### src/rtl/data_mem_master_if.sv
// Bundles the request, write-data, read-data, status and data_mem strobe
// signals of the data-memory initiator port.
interface data_mem_master_if #(
  parameter int DATA_W = 16,
  parameter int ADDR_W = 3,
  parameter int LEN_W  = 3
);
  logic              req_valid;
  logic              req_ready;
  logic              req_write;
  logic [ADDR_W-1:0] req_addr;
  logic [LEN_W-1:0]  req_len;

  logic              wdata_valid;
  logic              wdata_ready;
  logic [DATA_W-1:0] wdata;

  logic              rdata_valid;
  logic              rdata_ready;
  logic [DATA_W-1:0] rdata;
  logic              rdata_last;

  logic              busy;
  logic              done;

  logic              sig_mem_read;
  logic              sig_mem_write;
  logic [ADDR_W-1:0] mem_addr;
  logic [DATA_W-1:0] mem_write_data;
  logic [DATA_W-1:0] mem_read_data;

  // The initiator itself.
  modport master (
    input  req_valid, req_write, req_addr, req_len,
    input  wdata_valid, wdata,
    input  rdata_ready,
    input  mem_read_data,
    output req_ready, wdata_ready,
    output rdata_valid, rdata, rdata_last,
    output busy, done,
    output sig_mem_read, sig_mem_write, mem_addr, mem_write_data
  );

  // Load/store stage plus data_mem on the far side.
  modport slave (
    output req_valid, req_write, req_addr, req_len,
    output wdata_valid, wdata,
    output rdata_ready,
    output mem_read_data,
    input  req_ready, wdata_ready,
    input  rdata_valid, rdata, rdata_last,
    input  busy, done,
    input  sig_mem_read, sig_mem_write, mem_addr, mem_write_data
  );
endinterface

### src/rtl/data_mem_master.sv
// Data-memory initiator: turns single/burst read and write requests into
// one data_mem strobe per cycle and returns read beats on a registered stream.
module data_mem_master #(
  parameter int DATA_W = 16,
  parameter int ADDR_W = 3,
  parameter int LEN_W  = 3
) (
  input  logic              clk,
  input  logic              rst,
  data_mem_master_if.master bus
);

  typedef enum logic [1:0] {
    S_IDLE = 2'd0,
    S_RD   = 2'd1,
    S_WR   = 2'd2,
    S_DONE = 2'd3
  } state_t;

  state_t            r_state;
  logic [ADDR_W-1:0] r_addr;
  logic [LEN_W-1:0]  r_len;
  logic [LEN_W-1:0]  r_beat;
  logic [DATA_W-1:0] r_rdata;
  logic              r_rdata_valid;
  logic              r_rdata_last;
  logic              r_done;
  logic              r_busy;
  logic              r_req_ready;
  logic              r_wdata_ready;

  logic              w_slot_free;
  logic              w_rd_issue;
  logic              w_wr_beat;
  logic              w_last_beat;
  logic [ADDR_W-1:0] w_addr_inc;
  logic [LEN_W-1:0]  w_beat_inc;

  // A read may only issue when the output register is empty or being drained.
  assign w_slot_free = !r_rdata_valid || bus.rdata_ready;
  assign w_rd_issue  = !rst && (r_state == S_RD) && w_slot_free;
  assign w_wr_beat   = !rst && (r_state == S_WR) && bus.wdata_valid;
  assign w_last_beat = (r_beat == r_len);
  assign w_addr_inc  = r_addr + ADDR_W'(1);
  assign w_beat_inc  = r_beat + LEN_W'(1);

  always_ff @(posedge clk) begin
    if (rst) begin
      r_state       <= S_IDLE;
      r_addr        <= '0;
      r_len         <= '0;
      r_beat        <= '0;
      r_rdata       <= '0;
      r_rdata_valid <= 1'b0;
      r_rdata_last  <= 1'b0;
      r_done        <= 1'b0;
      r_busy        <= 1'b0;
      r_req_ready   <= 1'b1;
      r_wdata_ready <= 1'b0;
    end else begin
      r_done <= 1'b0;

      // Output stream runs independently of the state so a trailing beat
      // can still drain in DONE/IDLE or during the next request.
      if (w_rd_issue) begin
        r_rdata       <= bus.mem_read_data;
        r_rdata_valid <= 1'b1;
        r_rdata_last  <= w_last_beat;
      end else if (r_rdata_valid && bus.rdata_ready) begin
        r_rdata_valid <= 1'b0;
      end

      case (r_state)
        S_IDLE: begin
          if (bus.req_valid) begin
            r_addr      <= bus.req_addr;
            r_len       <= bus.req_len;
            r_beat      <= '0;
            r_busy      <= 1'b1;
            r_req_ready <= 1'b0;
            if (bus.req_write) begin
              r_state       <= S_WR;
              r_wdata_ready <= 1'b1;
            end else begin
              r_state <= S_RD;
            end
          end
        end

        S_RD: begin
          if (w_rd_issue) begin
            r_addr <= w_addr_inc;
            r_beat <= w_beat_inc;
            if (w_last_beat) begin
              r_state <= S_DONE;
              r_done  <= 1'b1;
            end
          end
        end

        S_WR: begin
          if (w_wr_beat) begin
            r_addr <= w_addr_inc;
            r_beat <= w_beat_inc;
            if (w_last_beat) begin
              r_state       <= S_DONE;
              r_done        <= 1'b1;
              r_wdata_ready <= 1'b0;
            end
          end
        end

        S_DONE: begin
          r_state     <= S_IDLE;
          r_busy      <= 1'b0;
          r_req_ready <= 1'b1;
        end

        default: begin
          r_state     <= S_IDLE;
          r_busy      <= 1'b0;
          r_req_ready <= 1'b1;
        end
      endcase
    end
  end

  assign bus.req_ready      = r_req_ready;
  assign bus.wdata_ready    = r_wdata_ready;
  assign bus.rdata_valid    = r_rdata_valid;
  assign bus.rdata          = r_rdata;
  assign bus.rdata_last     = r_rdata_last;
  assign bus.busy           = r_busy;
  assign bus.done           = r_done;

  // Address and write data are forced to zero whenever no strobe is active.
  assign bus.sig_mem_read   = w_rd_issue;
  assign bus.sig_mem_write  = w_wr_beat;
  assign bus.mem_addr       = (w_rd_issue || w_wr_beat) ? r_addr : '0;
  assign bus.mem_write_data = w_wr_beat ? bus.wdata : '0;

endmodule

### src/flat_wrapper.sv
// flat-port wrapper written by rule: the top's interface ports become plain ports
module data_mem_master_flat 
#(
  parameter int DATA_W = 16,
  parameter int ADDR_W = 3,
  parameter int LEN_W  = 3
)
  (clk, rst, bus_req_valid, bus_req_write, bus_req_addr, bus_req_len, bus_wdata_valid, bus_wdata, bus_rdata_ready, bus_mem_read_data, bus_req_ready, bus_wdata_ready, bus_rdata_valid, bus_rdata, bus_rdata_last, bus_busy, bus_done, bus_sig_mem_read, bus_sig_mem_write, bus_mem_addr, bus_mem_write_data);
  data_mem_master_if #(.DATA_W(DATA_W), .ADDR_W(ADDR_W), .LEN_W(LEN_W)) bus_i ();
  input  logic clk;
  input  logic rst;
  input wire logic [$bits(bus_i.req_valid)-1:0] bus_req_valid;
  input wire logic [$bits(bus_i.req_write)-1:0] bus_req_write;
  input wire logic [$bits(bus_i.req_addr)-1:0] bus_req_addr;
  input wire logic [$bits(bus_i.req_len)-1:0] bus_req_len;
  input wire logic [$bits(bus_i.wdata_valid)-1:0] bus_wdata_valid;
  input wire logic [$bits(bus_i.wdata)-1:0] bus_wdata;
  input wire logic [$bits(bus_i.rdata_ready)-1:0] bus_rdata_ready;
  input wire logic [$bits(bus_i.mem_read_data)-1:0] bus_mem_read_data;
  output wire logic [$bits(bus_i.req_ready)-1:0] bus_req_ready;
  output wire logic [$bits(bus_i.wdata_ready)-1:0] bus_wdata_ready;
  output wire logic [$bits(bus_i.rdata_valid)-1:0] bus_rdata_valid;
  output wire logic [$bits(bus_i.rdata)-1:0] bus_rdata;
  output wire logic [$bits(bus_i.rdata_last)-1:0] bus_rdata_last;
  output wire logic [$bits(bus_i.busy)-1:0] bus_busy;
  output wire logic [$bits(bus_i.done)-1:0] bus_done;
  output wire logic [$bits(bus_i.sig_mem_read)-1:0] bus_sig_mem_read;
  output wire logic [$bits(bus_i.sig_mem_write)-1:0] bus_sig_mem_write;
  output wire logic [$bits(bus_i.mem_addr)-1:0] bus_mem_addr;
  output wire logic [$bits(bus_i.mem_write_data)-1:0] bus_mem_write_data;
  assign bus_i.req_valid = bus_req_valid;
  assign bus_i.req_write = bus_req_write;
  assign bus_i.req_addr = bus_req_addr;
  assign bus_i.req_len = bus_req_len;
  assign bus_i.wdata_valid = bus_wdata_valid;
  assign bus_i.wdata = bus_wdata;
  assign bus_i.rdata_ready = bus_rdata_ready;
  assign bus_i.mem_read_data = bus_mem_read_data;
  assign bus_req_ready = bus_i.req_ready;
  assign bus_wdata_ready = bus_i.wdata_ready;
  assign bus_rdata_valid = bus_i.rdata_valid;
  assign bus_rdata = bus_i.rdata;
  assign bus_rdata_last = bus_i.rdata_last;
  assign bus_busy = bus_i.busy;
  assign bus_done = bus_i.done;
  assign bus_sig_mem_read = bus_i.sig_mem_read;
  assign bus_sig_mem_write = bus_i.sig_mem_write;
  assign bus_mem_addr = bus_i.mem_addr;
  assign bus_mem_write_data = bus_i.mem_write_data;
  data_mem_master #(.DATA_W(DATA_W), .ADDR_W(ADDR_W), .LEN_W(LEN_W)) u_core (.clk(clk), .rst(rst), .bus(bus_i));
endmodule
### config.mk
export PLATFORM = sky130hd
export DESIGN_NAME = data_mem_master_flat
export DESIGN_NICKNAME = d
export VERILOG_FILES = /design/src/rtl/data_mem_master_if.sv /design/src/rtl/data_mem_master.sv /design/src/flat_wrapper.sv
export SDC_FILE = /design/constraint.sdc
export NUM_CORES = 1
export LEC_CHECK = 0
export BUFFER_PORTS_ARGS = -buffer_cell sky130_fd_sc_hd__clkbuf_2
export CAP_MARGIN = 20
export CORE_MARGIN = 10
export CORE_UTILIZATION = 48
export DETAILED_ROUTE_END_ITERATION = 12
export GPL_ROUTABILITY_DRIVEN = 0
export PLACE_DENSITY = 0.82
export SYNTH_ARGS = -nofsm -noshare
export SYNTH_HDL_FRONTEND = slang
export SYNTH_SLANG_ARGS = --single-unit
### constraint.sdc
create_clock -name clk -period 3 [get_ports clk]
set_input_delay 0.15 -clock clk [delete_from_list [all_inputs] [get_ports clk]]
set_output_delay 0.15 -clock clk [all_outputs]
set_load 0.01 [all_outputs]
* Word-level counts from Yosys, hierarchy flattened
Cells that the tools add are included.
Storage, ports and cells: output and inout bits 43, bits of input ports 44, flip-flop bits (word level) 33, logic and storage cells 72
Cells by class: reductions and logical operators 19, muxes and demuxes 31, add/sub/neg operators 2, equal/unequal tests 9
Operator list (count):
- 3-bit 2-to-1 mux | 7
- 3-bit one-hot mux with 3 select lines | 2
- 16-bit 2-to-1 mux | 1
- 1-bit 2-to-1 mux | 11
- 2-bit 2-to-1 mux | 5
- 1-bit one-hot mux with 2 select lines | 4
- 2-bit one-hot mux with 4 select lines | 1
- 3-bit by 1-bit adder with 3-bit output (second input constant) | 2
- 2-bit by 1-bit != test with 1-bit output (second input constant) | 3
- 2-bit nonzero test | 3
- 1-bit logical AND | 5
- 5-bit AND reduction | 1
- 2-bit equality test (second input constant) | 2
- 2-bit != test (second input constant) | 2
- 2-bit AND reduction | 2
- 4-bit AND reduction | 1
- 3-bit equality test | 1
- 3-bit AND reduction | 1
- 3-bit nonzero test | 1
- 2-bit by 1-bit equality test with 1-bit output (second input constant) | 1
- 1-bit zero test | 2
- 2-bit zero test | 1
- 1-bit logical OR | 2

* Logic depth before layout (Yosys ltp)
Gate-level depths: netlist of run 1.
word-level depth 5, mapped depth 8, gate-level depth less buffers 6

* Least setup slack after synthesis of run 1
Ideal clock, no wire load.
path kind register -> register, start register u_core.r_state[0], end register u_core.r_state[0], arrival 1.769 ns, library setup time 0.070 ns, cell stages (with the launch flop) 9, path slack 1.161 ns, data required time 2.930 ns, buffers on the path 2, clock period less this slack 1.839 ns, cells stage by stage dfxtp_1 > inv_1 > ha_1 > buf_6 > nor2b_4 > a21o_1 > buf_6 > or4_1 > a21oi_1
Between the ends: longest elaborated chain between the ends 5, elaborated cells on any way between the ends 16, classes of those cells 6 x eq/ne; 4 x mux; 6 x reduce/logical
RTL lines:
- start: declaration | RTL line data_mem_master.sv:20 | state_t r_state;
- start signal: assignment | RTL line data_mem_master.sv:49 | r_state <= S_IDLE;
- start signal: assignment | RTL line data_mem_master.sv:82 | r_state <= S_WR;
- start signal: assignment | RTL line data_mem_master.sv:85 | r_state <= S_RD;
- 2-bit by 1-bit equality test with 1-bit output / 2-bit equality test (equally long branches) | RTL line data_mem_master.sv:41, data_mem_master.sv:73, data_mem_master.sv:42
- 1-bit logical AND, on equally long branches (2 in series) | RTL line data_mem_master.sv:41, data_mem_master.sv:42
- 2-bit by 1-bit != test with 1-bit output (no line)
- 3-bit AND reduction (no line)
Parallel ways exist; a longest one is shown, timed or not. The select of a mux whose other input is x is not followed. A chain may end at the register's enable or synchronous reset.

* Final worst setup path of run 1
start register u_core.r_state[1], end output bus_mem_addr[0]
Between the ends: longest elaborated chain between the ends 5, elaborated cells on any way between the ends 8, classes of those cells 2 x eq/ne; 1 x mux; 5 x reduce/logical
RTL lines:
- 2-bit by 1-bit equality test with 1-bit output / 2-bit equality test (equally long branches) | RTL line data_mem_master.sv:41, data_mem_master.sv:42
- 1-bit logical AND, on equally long branches (2 in series) | RTL line data_mem_master.sv:41, data_mem_master.sv:42
- 1-bit logical OR (*) | RTL line data_mem_master.sv:139 | assign bus.mem_addr = (w_rd_issue || w_wr_beat) ? r_addr : '0;
- 3-bit 2-to-1 mux (*) | RTL line data_mem_master.sv:139
- end: declaration | RTL line flat_wrapper.sv:29 | output wire logic [$bits(bus_i.mem_addr)-1:0] bus_mem_addr;
Mark *: on every way between the ends. The rest lies on a longest branch, timed or not.

==> results of run 1 <==
==> cells by family after synthesis <==
logic type | after synthesis | share of synthesized area, %
AO/OA/AOI/OAI | 37 | 14.6
XOR/XNOR | 3 | 1.60
adder cells (fa/ha/maj) | 7 | 5.32
buffers and inverters | 21 | 6.16
flip-flops | 33 | 40.2
multiplexers | 2 | 1.22
AND/OR/NAND/NOR | 102 | 31.0
==> worst reg2reg max path, stage by stage (launching register included) <==
cell and delay, ns:
dfxtp_1 0.39, inv_1 0.10, ha_1 0.30, nor2b_4 0.18, a21o_1 0.25, or4_1 0.54
a21oi_1 0.15
==> layer usage <==
metal / vias up / wire [µm] / GRT usage, %
li1: 883 / - / -
met5: - / 0 / 0
met1: 817 / 1930 / 16.6
met2: 96 / 2340 / 26.3
met4: 0 / 138 / 7.89
met3: 12 / 581 / 6.95
==> power breakdown <==
| group | switching, mW | internal (mW) | leakage, nW |
|---|---|---|---|
| logic | 0.366 | 0.262 | 0.865 |
| clock network | 0.143 | 0.199 | 0.0455 |
| registers | 0.0724 | 0.541 | 0.270 |
| total | 0.582 | 1.00 | 1.18 |
==> final cells by class <==
class                           count  area, µm²  area share [%]
Clock inverter                      1       30.0            1.33
Timing Repair Buffer               98        546            24.2
Multi-Input combinational cell    151        883            39.1
Tap cell                           46       57.6            2.55
Sequential cell                    33        661            29.3
Inverter                            7       26.3            1.16
Clock buffer                        7       55.1            2.44
==> repair_timing <==
action / in CTS / in global routing
hold endpoints to repair: 10 / 0
hold buffers: 10 / 0
gates resized for setup: 0 / 0
==> final timing paths <==
check / start / end / cells past startpoint
hold / removal: bus_mem_read_data[9] / u_core.bus.rdata[9] / 3
setup / recovery: u_core.r_state[1] / bus_mem_addr[0] / 7
setup reg to reg: u_core.r_state[0] / u_core.r_state[0] / 6
hold reg to reg: u_core.bus.rdata[9] / u_core.bus.rdata[9] / 2
==> cells in the mapped netlist <==
cell type | count | share of area [%]
nand2_1 | 42 | 9.6
dfxtp_1 | 33 | 40
nand3_1 | 22 | 6.7
and2_1 | 16 | 6.1
a21oi_1 | 13 | 4.0
clkbuf_1 | 11 | 2.5
ha_1 | 7 | 5.3
inv_1 | 7 | 1.6
nor2_1 | 6 | 1.4
o21ai_0 | 4 | 1.2
o31ai_1 | 4 | 1.8
buf_6 | 3 | 2.1
o21a_1 | 3 | 1.4
xnor2_1 | 3 | 1.6
a211oi_1 | 2 | 0.91
a31oi_1 | 2 | 0.76
a41oi_1 | 2 | 1.1
mux2i_1 | 2 | 1.2
nand2b_1 | 2 | 0.76
nand4_1 | 2 | 0.76
or3_1 | 2 | 0.76
or4_1 | 2 | 0.91
a21o_1 | 1 | 0.46
a311oi_1 | 1 | 0.53
a41o_1 | 1 | 0.61
and3_1 | 1 | 0.38
nand2b_4 | 1 | 0.84
nor2b_1 | 1 | 0.38
nor2b_4 | 1 | 0.84
nor3_1 | 1 | 0.30
nor4_1 | 1 | 0.38
nor4b_1 | 1 | 0.53
o21bai_1 | 1 | 0.46
o22ai_1 | 1 | 0.38
o2bb2ai_1 | 1 | 0.53
o41ai_1 | 1 | 0.53
or2_2 | 1 | 0.38
==> registers in the layout, summed over array words and instances (netlist names) <==
| register | flops |
|---|---|
| u_core.bus.done | 1 |
| u_core.bus.req_ready | 1 |
| u_core.r_len | 3 |
| u_core.r_state | 2 |
| u_core.r_beat | 3 |
| u_core.r_addr | 3 |
| u_core.bus.rdata | 16 |
| u_core.bus.busy | 1 |
| u_core.bus.wdata_ready | 1 |
| u_core.bus.rdata_valid | 1 |
| u_core.bus.rdata_last | 1 |
==> metrics by stage <==
stage               power, mW  utilization [%]  setup WS, ns  hold WS (ns)  cells
global placement         1.22             62.1          1.08         0.335    325
detailed placement       1.23             62.1          1.07         0.340    325
global route             1.69             67.7         0.587        0.0176    343
finish                   1.58             67.7         0.772       0.00735    343
CTS                      1.59             67.7         0.759       0.00280    343
floorplan                1.05                -          1.16         0.249    205
==> impl_metrics.csv, run 1 <==
group,metric,value,unit
clock_network,cts_root_buf,"clkbuf_4",
final_layout,antennaDiodeCount,0,
yosys,yosysSeqAreaShare,40.2,%
worst_hold_path,hold_class,"input pin to flop",
clock_network,postCtsSetupRepairBufs,0,
setup_path,crit_buf_inv,4,
clock_network,insertion_delay,0.33,ns
yosys,syn_area,1650,µm²
die,die_area,6170,µm²
drt,drtIter0Drc,108,
clock_network,cts_buffers,5,
die,rows,21,
drt,num_vias,1808,
grt,grt_usage,15.8,%
yosys,ys_types,37,
drt,vias_per_cell,5.27,
setup_path,path_cells,"inv_1 -> ha_1 -> nand3_1 -> buf_4 -> inv_1 -> o21a_1 -> clkbuf_2",
yosys,yosysWarnings,0,
yosys,synth-seq-cells,33,
grt,grt_overflow,0,
final_layout,nFillCells,295,
clock_network,cts_max_level,2,
power,power_per_cell_area,702,nW/µm²
placement,place_area,2070,µm²
final_layout,drive_above_1_share,33.0,%
yosys,syn_inst,205,
drt,first_pass_iters,4,
clock_network,clkSlewWorstSetupHoldPaths,0.10,ns
drt,ant_nets,0,
setup_path,worstPathRequired,2.85,ns
run_status,status,"finished, final reports clean",
run,maxCapViolCount,0,
final_layout,area_growth_syn_to_layout,37.3,%
grt,grt_antenna_before_repair,0,
grt,grt_pass1_vias,1737,
placement,numPortBuffers,86,
timing,fmax,449,MHz
timing,maxSlewHeadroom,56.2,%
drt,wire_per_inst,14.5,µm
timing,skew,0.00835,ns
final_layout,stdcell_area,2260,µm²
timing,period_minus_slack,2.23,ns
drt,drc,0,
clock_network,cts.sinks,33,
grt,grt_max_degree,22,
yosys,syn-num-nets,256,
setup_path,worst_ep_arrival_time,2.08,ns
setup_path,path_class,"flop to output port",
setup_path,cp_max_fo,20,
timing,setup_viol,0,
setup_path,rrSetupSlack,1.02,ns
grt,grt_pass1_wl,8100,µm
clock_network,cts_tree,"built",
timing,rsz0062_at_grt,"false",
setup_path,cpMaxStageDelayCell,"inv_1",
setup_path,cpPeakStageDelay,0.43,ns
yosys,syn_area_per_cell,8.03,µm²
setup_path,path_common_cell,"inv_1",
timing,finalCritPeriodShare,74.3,%
drt,totalWireLength,4990,µm
placement,hpwl,3850,µm
timing,slew_violations,0,
timing,finalSetupTns,0,ns
final_layout,fin_nets,347,
setup_path,critPathLaunchType,"flop",
timing,worst_pin_slew,0.650,ns
power,peakVddDrop,359,µV
final_layout,final_cell_mix,"86 x clkbuf_2, 42 x nand2_1, 33 x dfxtp_1, 22 x nand3_1, 16 x and2_1",
setup_path,cp-end-kind,"output port",
setup_path,crit_family,"buffers and inverters",
final_layout,mostFrequentLayoutCell,"clkbuf_2",
clock_network,cts_buffer_depth,2,
die,die_x,78.5,µm
timing,hold_viol_final,0,
die,initial_core_util,49.3,%
power,leakage,1.18,nW
die,io_pins,87,
die,die_h,78.5,µm
die,coreArea,3340,µm²
Power figures use the tool's default switching activity.
==> run 2, diff against run 1 <==
--- a/config.mk
+++ b/config.mk
@@ -8,10 +8,10 @@
 export BUFFER_PORTS_ARGS = -buffer_cell sky130_fd_sc_hd__clkbuf_2
 export CAP_MARGIN = 20
 export CORE_MARGIN = 10
-export CORE_UTILIZATION = 48
+export CORE_UTILIZATION = 44
 export DETAILED_ROUTE_END_ITERATION = 12
 export GPL_ROUTABILITY_DRIVEN = 0
-export PLACE_DENSITY = 0.82
+export PLACE_DENSITY = 0.75
 export SYNTH_ARGS = -nofsm -noshare
 export SYNTH_HDL_FRONTEND = slang
 export SYNTH_SLANG_ARGS = --single-unit
==> constraint.sdc (replaced) <==
create_clock -name clk -period 2.2 [get_ports clk]
set_input_delay 0.11 -clock clk [delete_from_list [all_inputs] [get_ports clk]]
set_output_delay 0.11 -clock clk [all_outputs]
set_load 0.01 [all_outputs]
==> run 2 against run 1 <==
Against the previous run: final area decreased by 4.1%; sequential power is 36% higher; non-clock buffer count fell by 9; first-iteration DRC count down 42%; sequential cell count did not move; cell count down 2.0%; combinational power grew 34%; sequential share of layout area is 1.3 points higher; via count down 4.5%; die area up 6.7%; clock-buffer cell count down 1.
==> impl_metrics.csv, run 2 (same netlist as run 1, synthesis figures left out) <==
group,metric,value,unit
clock_network,cts.sinks,33,
setup_path,r2r_start,"u_core.r_state[0]",
worst_hold_path,min_path_cells,3,
timing,finalSetupTns,0,ns
timing,setup_viol,0,
clock_network,cts_buffer_depth,2,
setup_path,cp_max_fo,10,
die,initial_core_util,45.3,%
placement,numPortBuffers,86,
final_layout,final_cell_mix,"86 x clkbuf_2, 42 x nand2_1, 33 x dfxtp_1, 22 x nand3_1, 16 x and2_1",
worst_hold_path,hold_class,"input pin to flop",
final_layout,drive_above_1_share,34.4,%
power,p_seq_share,39.5,%
setup_path,critPathLaunchType,"flop",
power,p_sw,802,µW
power,pwr-share-comb,40.1,%
timing,maxSlewHeadroom,58.2,%
final_layout,fin_nets,338,
setup_path,worst_ep_arrival_time,2.21,ns
setup_path,cpPeakStageDelay,0.54,ns
setup_path,cp-end-kind,"flop",
final_layout,mostFrequentLayoutCell,"clkbuf_2",
die,io_pins,87,
grt,grt_max_degree,21,
timing,skew,0.00486,ns
drt,totalWireLength,4880,µm
drt,vias_per_cell,5.14,
placement,pre_cts_slack,0.254,ns
timing,final.setup.worst_slack,0.197,ns
die,coreArea,3630,µm²
grt,grt_usage,14.4,%
timing,rsz0062_at_grt,"false",
clock_network,cts_buffers,5,
die,die_x,81.2,µm
worst_hold_path,min_to,"u_core.bus.rdata[0]",
clock_network,postCtsSetupRepairBufs,0,
die,rows,22,
power,p_int,1.31,mW
timing,slew_violations,0,
clock_network,cts_root_buf,"clkbuf_8",
power,swShare,38.0,%
setup_path,reg2regPathDepth,6,
drt,first_pass_iters,4,
setup_path,worstPathRequired,2.41,ns
power,power,2.11,mW
final_layout,largest_reg_flops,16,
grt,grt_pass1_vias,1637,
placement,place_area,2080,µm²
power,peakVddDrop,448,µV
timing,hold_viol_final,0,
final_layout,nFillCells,367,
final_layout,antennaDiodeCount,0,
drt,wire_per_inst,14.5,µm
drt,drtIter0Drc,63,
run,maxCapViolCount,0,
power,leakage,1.14,nW
setup_path,path_cells,"inv_1 -> ha_1 -> nor2b_4 -> a21o_1 -> or4_1 -> a21oi_1",
timing,worst_pin_slew,0.628,ns
placement,hpwl,3820,µm
final_layout,seqCellArea,661,µm²
final_layout,area_growth_syn_to_layout,31.6,%
drt,num_vias,1726,
die,die_area,6590,µm²
grt,grt_antenna_before_repair,0,
setup_path,path_class,"flop to flop",
clock_network,hold_buffers,0,
clock_network,insertion_delay,0.28,ns
final_layout,stdcell_area,2170,µm²
die,die_h,81.2,µm
setup_path,regToRegEndpoint,"u_core.r_state[0]",
drt,drc,0,
timing,period_minus_slack,2.00,ns
setup_path,rrSetupSlack,0.20,ns
clock_network,cts_resized,0,
grt,grt_overflow,0,
timing,fmax,499,MHz
final_layout,multi_input_area,883,µm²
timing,finalCritPeriodShare,91.0,%
grt,grt_pass1_wl,7620,µm
power,clockPowerShare,20.4,%
clock_network,cts_tree,"built",
clock_network,cts_max_level,2,
setup_path,cpMaxStageDelayCell,"or4_1",
clock_network,clkSlewWorstSetupHoldPaths,0.07,ns
power,power_per_cell_area,973,nW/µm²
run_status,status,"finished, final reports clean",
worst_hold_path,hp-start,"bus_mem_read_data[0]",
drt,ant_nets,0,
-- run 2: cell types whose count changed in the layout (fill, tap and decap cells not counted) --
cell,change
clkinv_2,+2
dlygate4sd3_1,-10
buf_4,+1
clkbuf_4,-5
clkbuf_8,+4
bufinv_16,-1
-- run 2: layer usage --
layer	vias to the layer above	wire length (µm)	global-route usage, %	share of wire, %
li1	867	-	-	-
met1	766	1870	15.5	38
met2	87	2250	24.3	46
met3	6	684	6.07	14
met4	0	72	6.23	1.5
met5	-	0	0	0
-- run 2: how the worst max path moves through the flow --
stage                      start                 to  slack, ns  cells past startpoint
3_5_place_dp   u_core.r_state[0]   u_core.r_beat[1]       0.25                      6
5_1_grt        u_core.r_state[1]    bus_mem_addr[2]      0.008                      6
2_1_floorplan  u_core.r_state[0]  u_core.r_state[0]       0.36                      8
4_1_cts        u_core.r_state[1]    bus_mem_addr[2]       0.21                      6
6_report       u_core.r_state[0]  u_core.r_state[0]       0.20                      6
3_3_place_gp   u_core.r_state[0]  u_core.r_state[0]       0.32                      6
-- run 2: area by class of cell --
class,instances,share of cell area (%)
Clock inverter,2,0.462
Timing Repair Buffer,89,20.9
Inverter,7,1.21
Tap cell,48,2.77
Multi-Input combinational cell,151,40.8
Clock buffer,6,3.35
Sequential cell,33,30.5
-- run 2: stage by stage --
step / instances / hold WS [ns] / utilization (%)
finish: 336 / 0.00924 / 59.6
global route: 336 / 0.00981 / 59.6
CTS: 336 / 0.00299 / 59.6
detailed placement: 328 / 0.299 / 57.3
global placement: 328 / 0.292 / 57.3
floorplan: 205 / 0.209 / -
-- run 2: worst max-delay path, delay by kind of cell (launching register included) --
family	cells	cell delay (ns)
and+or+nand+nor	2	0.72
AOI/OAI and AO/OA	2	0.42
adders and majority gates	1	0.31
DFF	1	0.39
buffers and inverters	1	0.10
-- run 2: power groups by stage --
stage | registers (mW) | logic (mW) | clock network [mW]
floorplan | 0.871 | 0.561 | 0
global placement | 0.842 | 0.826 | 0
detailed placement | 0.845 | 0.839 | 0
CTS | 0.832 | 0.847 | 0.443
global route | 0.855 | 0.944 | 0.474
finish | 0.832 | 0.846 | 0.430
==> run 3, diff against run 2 <==
--- a/config.mk
+++ b/config.mk
@@ -11,7 +11,7 @@
 export CORE_UTILIZATION = 44
 export DETAILED_ROUTE_END_ITERATION = 12
 export GPL_ROUTABILITY_DRIVEN = 0
-export PLACE_DENSITY = 0.75
+export PLACE_DENSITY = 0.76
 export SYNTH_ARGS = -nofsm -noshare
 export SYNTH_HDL_FRONTEND = slang
 export SYNTH_SLANG_ARGS = --single-unit
==> run 3 against run 2 <==
Against the previous run: cell count increased by 0.30%; clock-buffer cell count rose by 1; sequential cell count unchanged; power grew 7.8%; clock power is 37% higher; die area unchanged; global-route usage is 0.19 points lower; first-iteration DRC count grew 70%; sequential power rose by 0.5%; clock skew barely moved; largest cell class unchanged.
==> impl_metrics.csv, run 3 (same netlist as run 1, synthesis figures left out) <==
group,metric,value,unit
grt,grt_max_degree,22,
setup_path,cp_max_fo,10,
power,leakage,1.16,nW
power,p_int,1.46,mW
run_status,status,"finished, final reports clean",
setup_path,cp-end-kind,"flop",
power,power_per_cell_area,1030,nW/µm²
drt,vias_per_cell,5.06,
clock_network,cts.sinks,33,
clock_network,hold_buffers,0,
setup_path,crit_start,"u_core.r_state[0]",
timing,finalSetupTns,0,ns
final_layout,mostFrequentLayoutCell,"clkbuf_2",
die,initial_core_util,45.3,%
setup_path,regToRegEndpoint,"u_core.r_state[0]",
timing,period_minus_slack,2.05,ns
power,pwr-share-comb,37.3,%
drt,wl_met1,1850,µm
drt,wl_met2,2150,µm
worst_hold_path,min_path_cells,3,
timing,setup_viol,0,
final_layout,fin_nets,339,
drt,maxUsedRoutingLayer,"met4",
die,die_x,81.2,µm
clock_network,cts_buffer_depth,2,
clock_network,cts_root_buf,"clkbuf_8",
timing,skew,0.00491,ns
final_layout,area_growth_syn_to_layout,34.1,%
clock_network,postCtsSetupRepairBufs,0,
worst_hold_path,hp-start,"bus_mem_read_data[0]",
die,io_pins,87,
clock_network,cts_max_level,2,
drt,wl_met3,787,µm
setup_path,r2r_start,"u_core.r_state[0]",
setup_path,path_class,"flop to flop",
timing,hold_viol_final,0,
die,die_h,81.2,µm
placement,numPortBuffers,86,
power,p_sw,813,µW
drt,first_pass_iters,4,
grt,grt_pass1_vias,1631,
clock_network,cts_buffers,5,
clock_network,clkSlewWorstSetupHoldPaths,0.07,ns
clock_network,insertion_delay,0.28,ns
grt,grt_usage,14.2,%
drt,num_vias,1704,
timing,fmax,487,MHz
setup_path,worst_ep_arrival_time,2.26,ns
drt,drc,0,
die,coreArea,3630,µm²
final_layout,largest_reg_flops,16,
setup_path,critPathLaunchType,"flop",
worst_hold_path,hold_class,"input pin to flop",
grt,grt_pass1_wl,7530,µm
timing,maxSlewHeadroom,53.8,%
drt,wire_per_inst,14.4,µm
timing,rsz0062_at_grt,"false",
power,peakVddDrop,601,µV
power,p_seq_share,36.8,%
drt,totalWireLength,4850,µm
timing,worst_pin_slew,0.693,ns
worst_hold_path,min_to,"u_core.bus.rdata[0]",
grt,grt_antenna_before_repair,0,
setup_path,rrSetupSlack,0.15,ns
timing,slew_violations,0,
final_layout,antennaDiodeCount,0,
final_layout,nFillCells,332,
timing,finalCritPeriodShare,93.4,%
power,clockPowerShare,25.9,%
die,die_area,6590,µm²
power,swShare,35.8,%
placement,hpwl,3860,µm
grt,grt_overflow,0,
clock_network,cts_tree,"built",
power,power,2.27,mW
clock_network,cts_resized,0,
run,maxCapViolCount,0,
setup_path,reg2regPathDepth,6,
setup_path,worstPathRequired,2.41,ns
drt,ant_nets,0,
die,rows,22,
final_layout,drive_above_1_share,34.6,%
drt,drtIter0Drc,107,
final_layout,final_cell_mix,"86 x clkbuf_2, 42 x nand2_1, 33 x dfxtp_1, 22 x nand3_1, 16 x and2_1",
[run 3: cell types whose count changed in the layout (fill, tap and decap cells not counted), sizes merged]
cell / delta
clkinv: -2
buf: +1
bufinv: +1
clkbuf: +1
[run 3: layout make-up]
cell class                      instances  area (µm²)  share of cell area, %
Clock buffer                            7        86.3                   3.91
Tap cell                               48        60.1                   2.72
Timing Repair Buffer                   90         460                   20.9
Multi-Input combinational cell        151         883                   40.0
Sequential cell                        33         661                   29.9
Clock inverter                          1        30.0                   1.36
Inverter                                7        26.3                   1.19
[run 3: worst max-delay path by stage]
stage	cells past startpoint	to
2_1_floorplan	8	u_core.r_state[0]
3_3_place_gp	6	u_core.r_state[0]
3_5_place_dp	6	u_core.r_state[0]
4_1_cts	6	u_core.r_state[0]
5_1_grt	6	u_core.r_state[0]
6_report	6	u_core.r_state[0]
[run 3: power groups by stage]
stage	registers (mW)	clock network (mW)	logic, mW
4_1_cts	0.835	0.599	0.855
5_1_grt	0.852	0.622	0.951
2_1_floorplan	0.871	0	0.561
3_3_place_gp	0.840	0	0.829
6_report	0.836	0.588	0.848
3_5_place_dp	0.848	0	0.847
[run 3: through the flow]
step / instance area (µm²) / util (%) / instances / hold slack, ns / setup WS, ns
final: 2210 / 60.7 / 337 / 0.00512 / 0.145
after global routing: 2210 / 60.7 / 337 / 0.00589 / 0.0503
after CTS: 2210 / 60.7 / 337 / 0.00122 / 0.167
after detailed placement: 2090 / 57.5 / 329 / 0.296 / 0.226
after global placement: 2090 / 57.5 / 329 / 0.293 / 0.308
after floorplan: 1650 / - / 205 / 0.209 / 0.361
[run 3: worst max-delay path, cell delays in order (launching register included)]
cell,delay [ns]
dfxtp_1,0.41
inv_1,0.11
ha_1,0.30
nor2b_4,0.17
a21o_1,0.27
or4_1,0.55
a21oi_1,0.17
[run 3: routing by layer]
layer | vias up | GRT usage (%)
met3 | 7 | 7.95
met5 | - | 0
li1 | 871 | -
met1 | 746 | 15.2
met2 | 80 | 23.3
met4 | 0 | 4.67
